==> src/rtl/async_fifo_pkg.sv <==
// async_fifo_pkg: shared constants and Gray/binary conversions for the async FIFO pointer blocks
package async_fifo_pkg;
    localparam int FIFO_N = 4;
    localparam int MAXW = 32;

    function automatic logic [MAXW-1:0] bin2gray(input logic [MAXW-1:0] b);
        return b ^ (b >> 1);
    endfunction

    // Zero-extended inputs make the conversion width-independent; callers cast back to their width
    function automatic logic [MAXW-1:0] gray2bin(input logic [MAXW-1:0] g);
        logic [MAXW-1:0] b;
        for (int i = 0; i < MAXW; i++) b[i] = ^(g >> i);
        return b;
    endfunction
endpackage

==> src/rtl/sync_2ff.sv <==
// sync_2ff: two-flop synchronizer bringing a Gray pointer into the local clock domain
module sync_2ff
    import async_fifo_pkg::*;
#(
    parameter int W = FIFO_N
) (
    input  logic         clk,
    input  logic         rst,
    input  logic [W-1:0] d,
    output logic [W-1:0] q
);
    logic [W-1:0] q1;

    always_ff @(posedge clk or posedge rst)
        if (rst) {q, q1} <= '0;
        else     {q, q1} <= {q1, d};
endmodule

==> src/rtl/wptr_full.sv <==
// wptr_full: write-domain pointer, Gray publish to the read side, and conservative full/almost-full flags
module wptr_full
    import async_fifo_pkg::*;
#(
    parameter int n        = FIFO_N,
    parameter int AF_LEVEL = 6
) (
    input  logic         wclk,
    input  logic         wrst,
    input  logic         winc,
    input  logic [n-1:0] rptr,
    output logic         wenable,
    output logic [n-2:0] waddr,
    output logic [n-1:0] wptr,
    output logic         wfull,
    output logic         wafull,
    output logic [n-1:0] wcount
);
    logic [n-1:0] wbin, wbinnext, wgraynext, wq2_rptr, rbin, next_count;

    sync_2ff #(.W(n)) u_sync (
        .clk(wclk),
        .rst(wrst),
        .d  (rptr),
        .q  (wq2_rptr)
    );

    always_comb begin
        wenable    = winc & ~wfull & ~wrst;
        wbinnext   = wbin + n'(winc & ~wfull);
        wgraynext  = n'(bin2gray(MAXW'(wbinnext)));
        rbin       = n'(gray2bin(MAXW'(wq2_rptr)));
        next_count = wbinnext - rbin;
    end

    assign waddr  = wbin[n-2:0];
    assign wcount = wbin - rbin;

    // Full when the next Gray pointer differs from the synced read pointer only in its top two bits
    always_ff @(posedge wclk or posedge wrst)
        if (wrst) begin
            wbin   <= '0;
            wptr   <= '0;
            wfull  <= 1'b0;
            wafull <= 1'b0;
        end else begin
            wbin   <= wbinnext;
            wptr   <= wgraynext;
            wfull  <= wgraynext == {~wq2_rptr[n-1:n-2], wq2_rptr[n-3:0]};
            wafull <= next_count >= n'(AF_LEVEL);
        end
endmodule

==> config.mk <==
export PLATFORM = sky130hd
export DESIGN_NAME = wptr_full
export DESIGN_NICKNAME = d
export VERILOG_FILES = /design/src/rtl/async_fifo_pkg.sv /design/src/rtl/sync_2ff.sv /design/src/rtl/wptr_full.sv
export SDC_FILE = /design/constraint.sdc
export NUM_CORES = 1
export LEC_CHECK = 0
export CAP_MARGIN = 40
export CORE_MARGIN = 8
export CORE_UTILIZATION = 53
export CTS_CLUSTER_DIAMETER = 80
export DETAILED_ROUTE_END_ITERATION = 7
export DONT_BUFFER_PORTS = 1
export PLACE_DENSITY = 0.77
export SYNTH_ARGS = -nofsm -noshare
export SYNTH_HDL_FRONTEND = slang
export SYNTH_HIERARCHICAL = 1
export SYNTH_SLANG_ARGS = --single-unit
==> constraint.sdc <==
create_clock -name wclk -period 2.3 [get_ports wclk]
set_clock_uncertainty 0.15 [all_clocks]
set_input_delay 0.23 -clock wclk [delete_from_list [all_inputs] [get_ports wclk]]
set_output_delay 0.23 -clock wclk [all_outputs]
set_load 0.01 [all_outputs]
==> impl_metrics.env <==
export IMPL_ioPinCount=21
export IMPL_period_share=1.10
export IMPL_coreArea_um2=1510
export IMPL_cap_violations=0
export IMPL_place_hpwl_um=1230
export IMPL_tightest_slew_ns=0.347
export IMPL_power_w=0.00171
export IMPL_clock_latency_ns=0.29
export IMPL_grt_overflow=0
export IMPL_reg2reg_depth=9
export IMPL_first_global_vias=573
export IMPL_drtIter0Drc=3
export IMPL_busiest_layer="met2"
export IMPL_syn_nets=81
export IMPL_cp_data_arrival_time_ns=2.16
export IMPL_final_util=0.752
export IMPL_area_growth_pct=33.9
export IMPL_num_vias=523
export IMPL_drtPass1Iterations=4
export IMPL_finalWorstSetupSlack_ns=-0.238
export IMPL_antenna_found_initial=0
export IMPL_floorplan_initialDensity=0.561
export IMPL_path_delay_family="adder cells"
export IMPL_row_count=14
export IMPL_grt_max_degree=12
export IMPL_synth_most_common_cell="dfrtp_1"
export IMPL_grt_use_total=0.104
export IMPL_cts_num_sinks=17
export IMPL_port_buffers=0
export IMPL_grt_setup_unrepaired="true"
export IMPL_synth_edf_count=0
export IMPL_hold_viol_final=0
export IMPL_hold_path_class="primary input to asynchronous set/reset pin"
export IMPL_power_density_nw_per_um2=1510
export IMPL_cts_root_buf="clkbuf_4"
export IMPL_gp_congestion=0.686
export IMPL_wire_per_inst_um=16.2
export IMPL_synth_seq_area_share=0.503
export IMPL_layout_drive_gt1_share=0.369
export IMPL_antenna_cells=0
export IMPL_worst_path_largest_cell_delay_ns=0.56
export IMPL_crit_slowest_cell="fa_2"
export IMPL_die_area_um2=3130
export IMPL_ys_types=16
export IMPL_clk_path_buf_depth=2
export IMPL_crit_chain="xnor2_2, xor2_2, xnor2_2, ha_1, inv_1, fa_2"
export IMPL_avgSynthCellArea_um2=13.2
export IMPL_met1_usage=0.0917
export IMPL_viasPerCell=5.23
export IMPL_synth_top_area_frac=0.503
export IMPL_ys_ff_latch=17
export IMPL_wirelength_um=1620
export IMPL_syn_area_um2=846
export IMPL_synthArstFlopShare=1.00
export IMPL_critPathRequiredTime_ns=1.92
export IMPL_relSlewSlack=0.768
export IMPL_r2r_start="u_sync/q[2]$_DFF_PP0_"
export IMPL_synth_cells=64
export IMPL_yosys_area_top_type="dfrtp_1"
export IMPL_drtAntennaViolNets=0
export IMPL_yosys_top_cells_count="17 x dfrtp_1, 8 x ha_1, 8 x inv_1, 8 x xor2_1, 5 x xnor2_1"
export IMPL_synth_warning_count=6
export IMPL_slew_violations=0
export IMPL_drc=0
export IMPL_fmax_mhz=394
export IMPL_h_tree_depth=1
export IMPL_worstPathMaxFanout=2
export IMPL_final_nets=102
export IMPL_met3_usage=0.0525
export IMPL_p_leak_nw=0.532
export IMPL_critPathKind="register to output port"
export IMPL_start_kind="register"
export IMPL_cp_buffers_inverters=1
export IMPL_setup_viol=4
export IMPL_ys_flop_type="dfrtp_1"
export IMPL_r2r_end="wafull$_DFF_PP0_"
export IMPL_cts_tree="done"
export IMPL_cts_buffers=3
export IMPL_fp_dieW_um=56.0
export IMPL_cts_reportedPaths_clkPinSlew_ns=0.10
export IMPL_ir_drop_mv=0.750
export IMPL_grt_pass1_wl_um=2550
export IMPL_grtUsageMet2=0.188
export IMPL_critPathCaptureType="output port"
export IMPL_die_h_um=56.0
export IMPL_status="complete, but fails checks"
export IMPL_synthTopCellsByArea="dfrtp_1 50%, ha_1 12%, xor2_1 8.3%"
export IMPL_reg2reg_slack_ns=-0.04
export IMPL_path_common_cell="xnor2_2"
export IMPL_violations="setup timing"
export IMPL_fin_crit_ns=2.54
metal layers:
metal	wire, um	up-vias
met1	544	257
met3	113	6
met5	0	-
li1	-	244
met2	909	16
met4	47	0
worst max path at each step:
| stage | start | end | slack, ns | depth (start not counted) |
|---|---|---|---|---|
| global placement | wfull$_DFF_PP0_ | wafull$_DFF_PP0_ | 0.02 | 9 |
| finish | u_sync/q[2]$_DFF_PP0_ | wcount[1] | -0.24 | 6 |
| floorplan | u_sync/q[3]$_DFF_PP0_ | wcount[2] | -0.08 | 7 |
| CTS | u_sync/q[3]$_DFF_PP0_ | wcount[2] | -0.26 | 7 |
| detailed placement | wfull$_DFF_PP0_ | wafull$_DFF_PP0_ | -0.06 | 9 |
| global route | u_sync/q[2]$_DFF_PP0_ | wcount[1] | -0.34 | 6 |
report_power, final:
group | switching (W) | internal, W
Sequential | 0.000107 | 0.000398
Clock | 0.0000931 | 0.0000661
Combinational | 0.000519 | 0.000523
Total | 0.000719 | 0.000987
per-stage QoR:
step / worst slack (ns) / instance area (um^2) / cells / hold WS, ns / TNS [ns]
finish: -0.238 / 1130 / 100 / 0.176 / -0.674
global route: -0.336 / 1130 / 100 / 0.196 / -1.06
CTS: -0.264 / 1100 / 98 / 0.176 / -0.711
detailed placement: -0.0577 / 970 / 87 / -0.0819 / -0.0784
global placement: 0.0189 / 970 / 87 / -0.0829 / 0
floorplan: -0.0774 / 897 / 64 / -0.104 / -0.139
kinds of logic (layout without fill, tap and decap cells):
kind of cell | Yosys count | count (layout) | synth area share
XOR/XNOR | 16 | 16 | 0.200
flip-flops | 17 | 17 | 0.503
buffers and inverters | 8 | 28 | 0.0355
adder cells (fa/ha/maj) | 10 | 10 | 0.166
AND/OR/NAND/NOR | 7 | 7 | 0.0473
AO/OA/AOI/OAI | 6 | 6 | 0.0488
sequential cells by signal, indices dropped and copies added (netlist names):
signal     cells
u_sync/q       4
u_sync/q1      4
wafull         1
wbin           4
wfull          1
wptr           3
cell type report:
cell class / count / area, um^2
clock inverters: 1 / 7.51
repair buffers: 16 / 136
clock buffers: 3 / 22.5
inverters: 8 / 30.0
multi-input cells: 39 / 490
well taps: 16 / 20.0
flip-flops and latches: 17 / 425
fillers: 89 / 374
cell usage in the layout, fill, tap and decap left out:
cell / count
nand3_1: 3
ha_1: 4
xor2_2: 3
buf_6: 1
ha_4: 3
dfrtp_1: 17
xnor2_2: 3
a21oi_2: 1
xnor2_1: 2
inv_2: 1
buf_4: 10
ha_2: 1
inv_1: 7
xnor3_1: 1
a21o_1: 3
clkinvlp_4: 1
nor2b_2: 1
and2_1: 1
xor2_4: 1
fa_2: 2
clkbuf_4: 3
dlygate4sd3_1: 5
a22oi_1: 1
a31oi_1: 1
xor2_1: 6
or3_1: 2
timing repair:
| action | in CTS | in global routing |
|---|---|---|
| hold buffers | 5 | 0 |
| setup buffers | 2 | 3 |
| gates resized for setup | 10 | 2 |
| pin swaps | 4 | 9 |
| hold endpoints to repair | 21 | 0 |
| setup endpoints to repair | 4 | 4 |
Power figures use the tool's default switching activity.
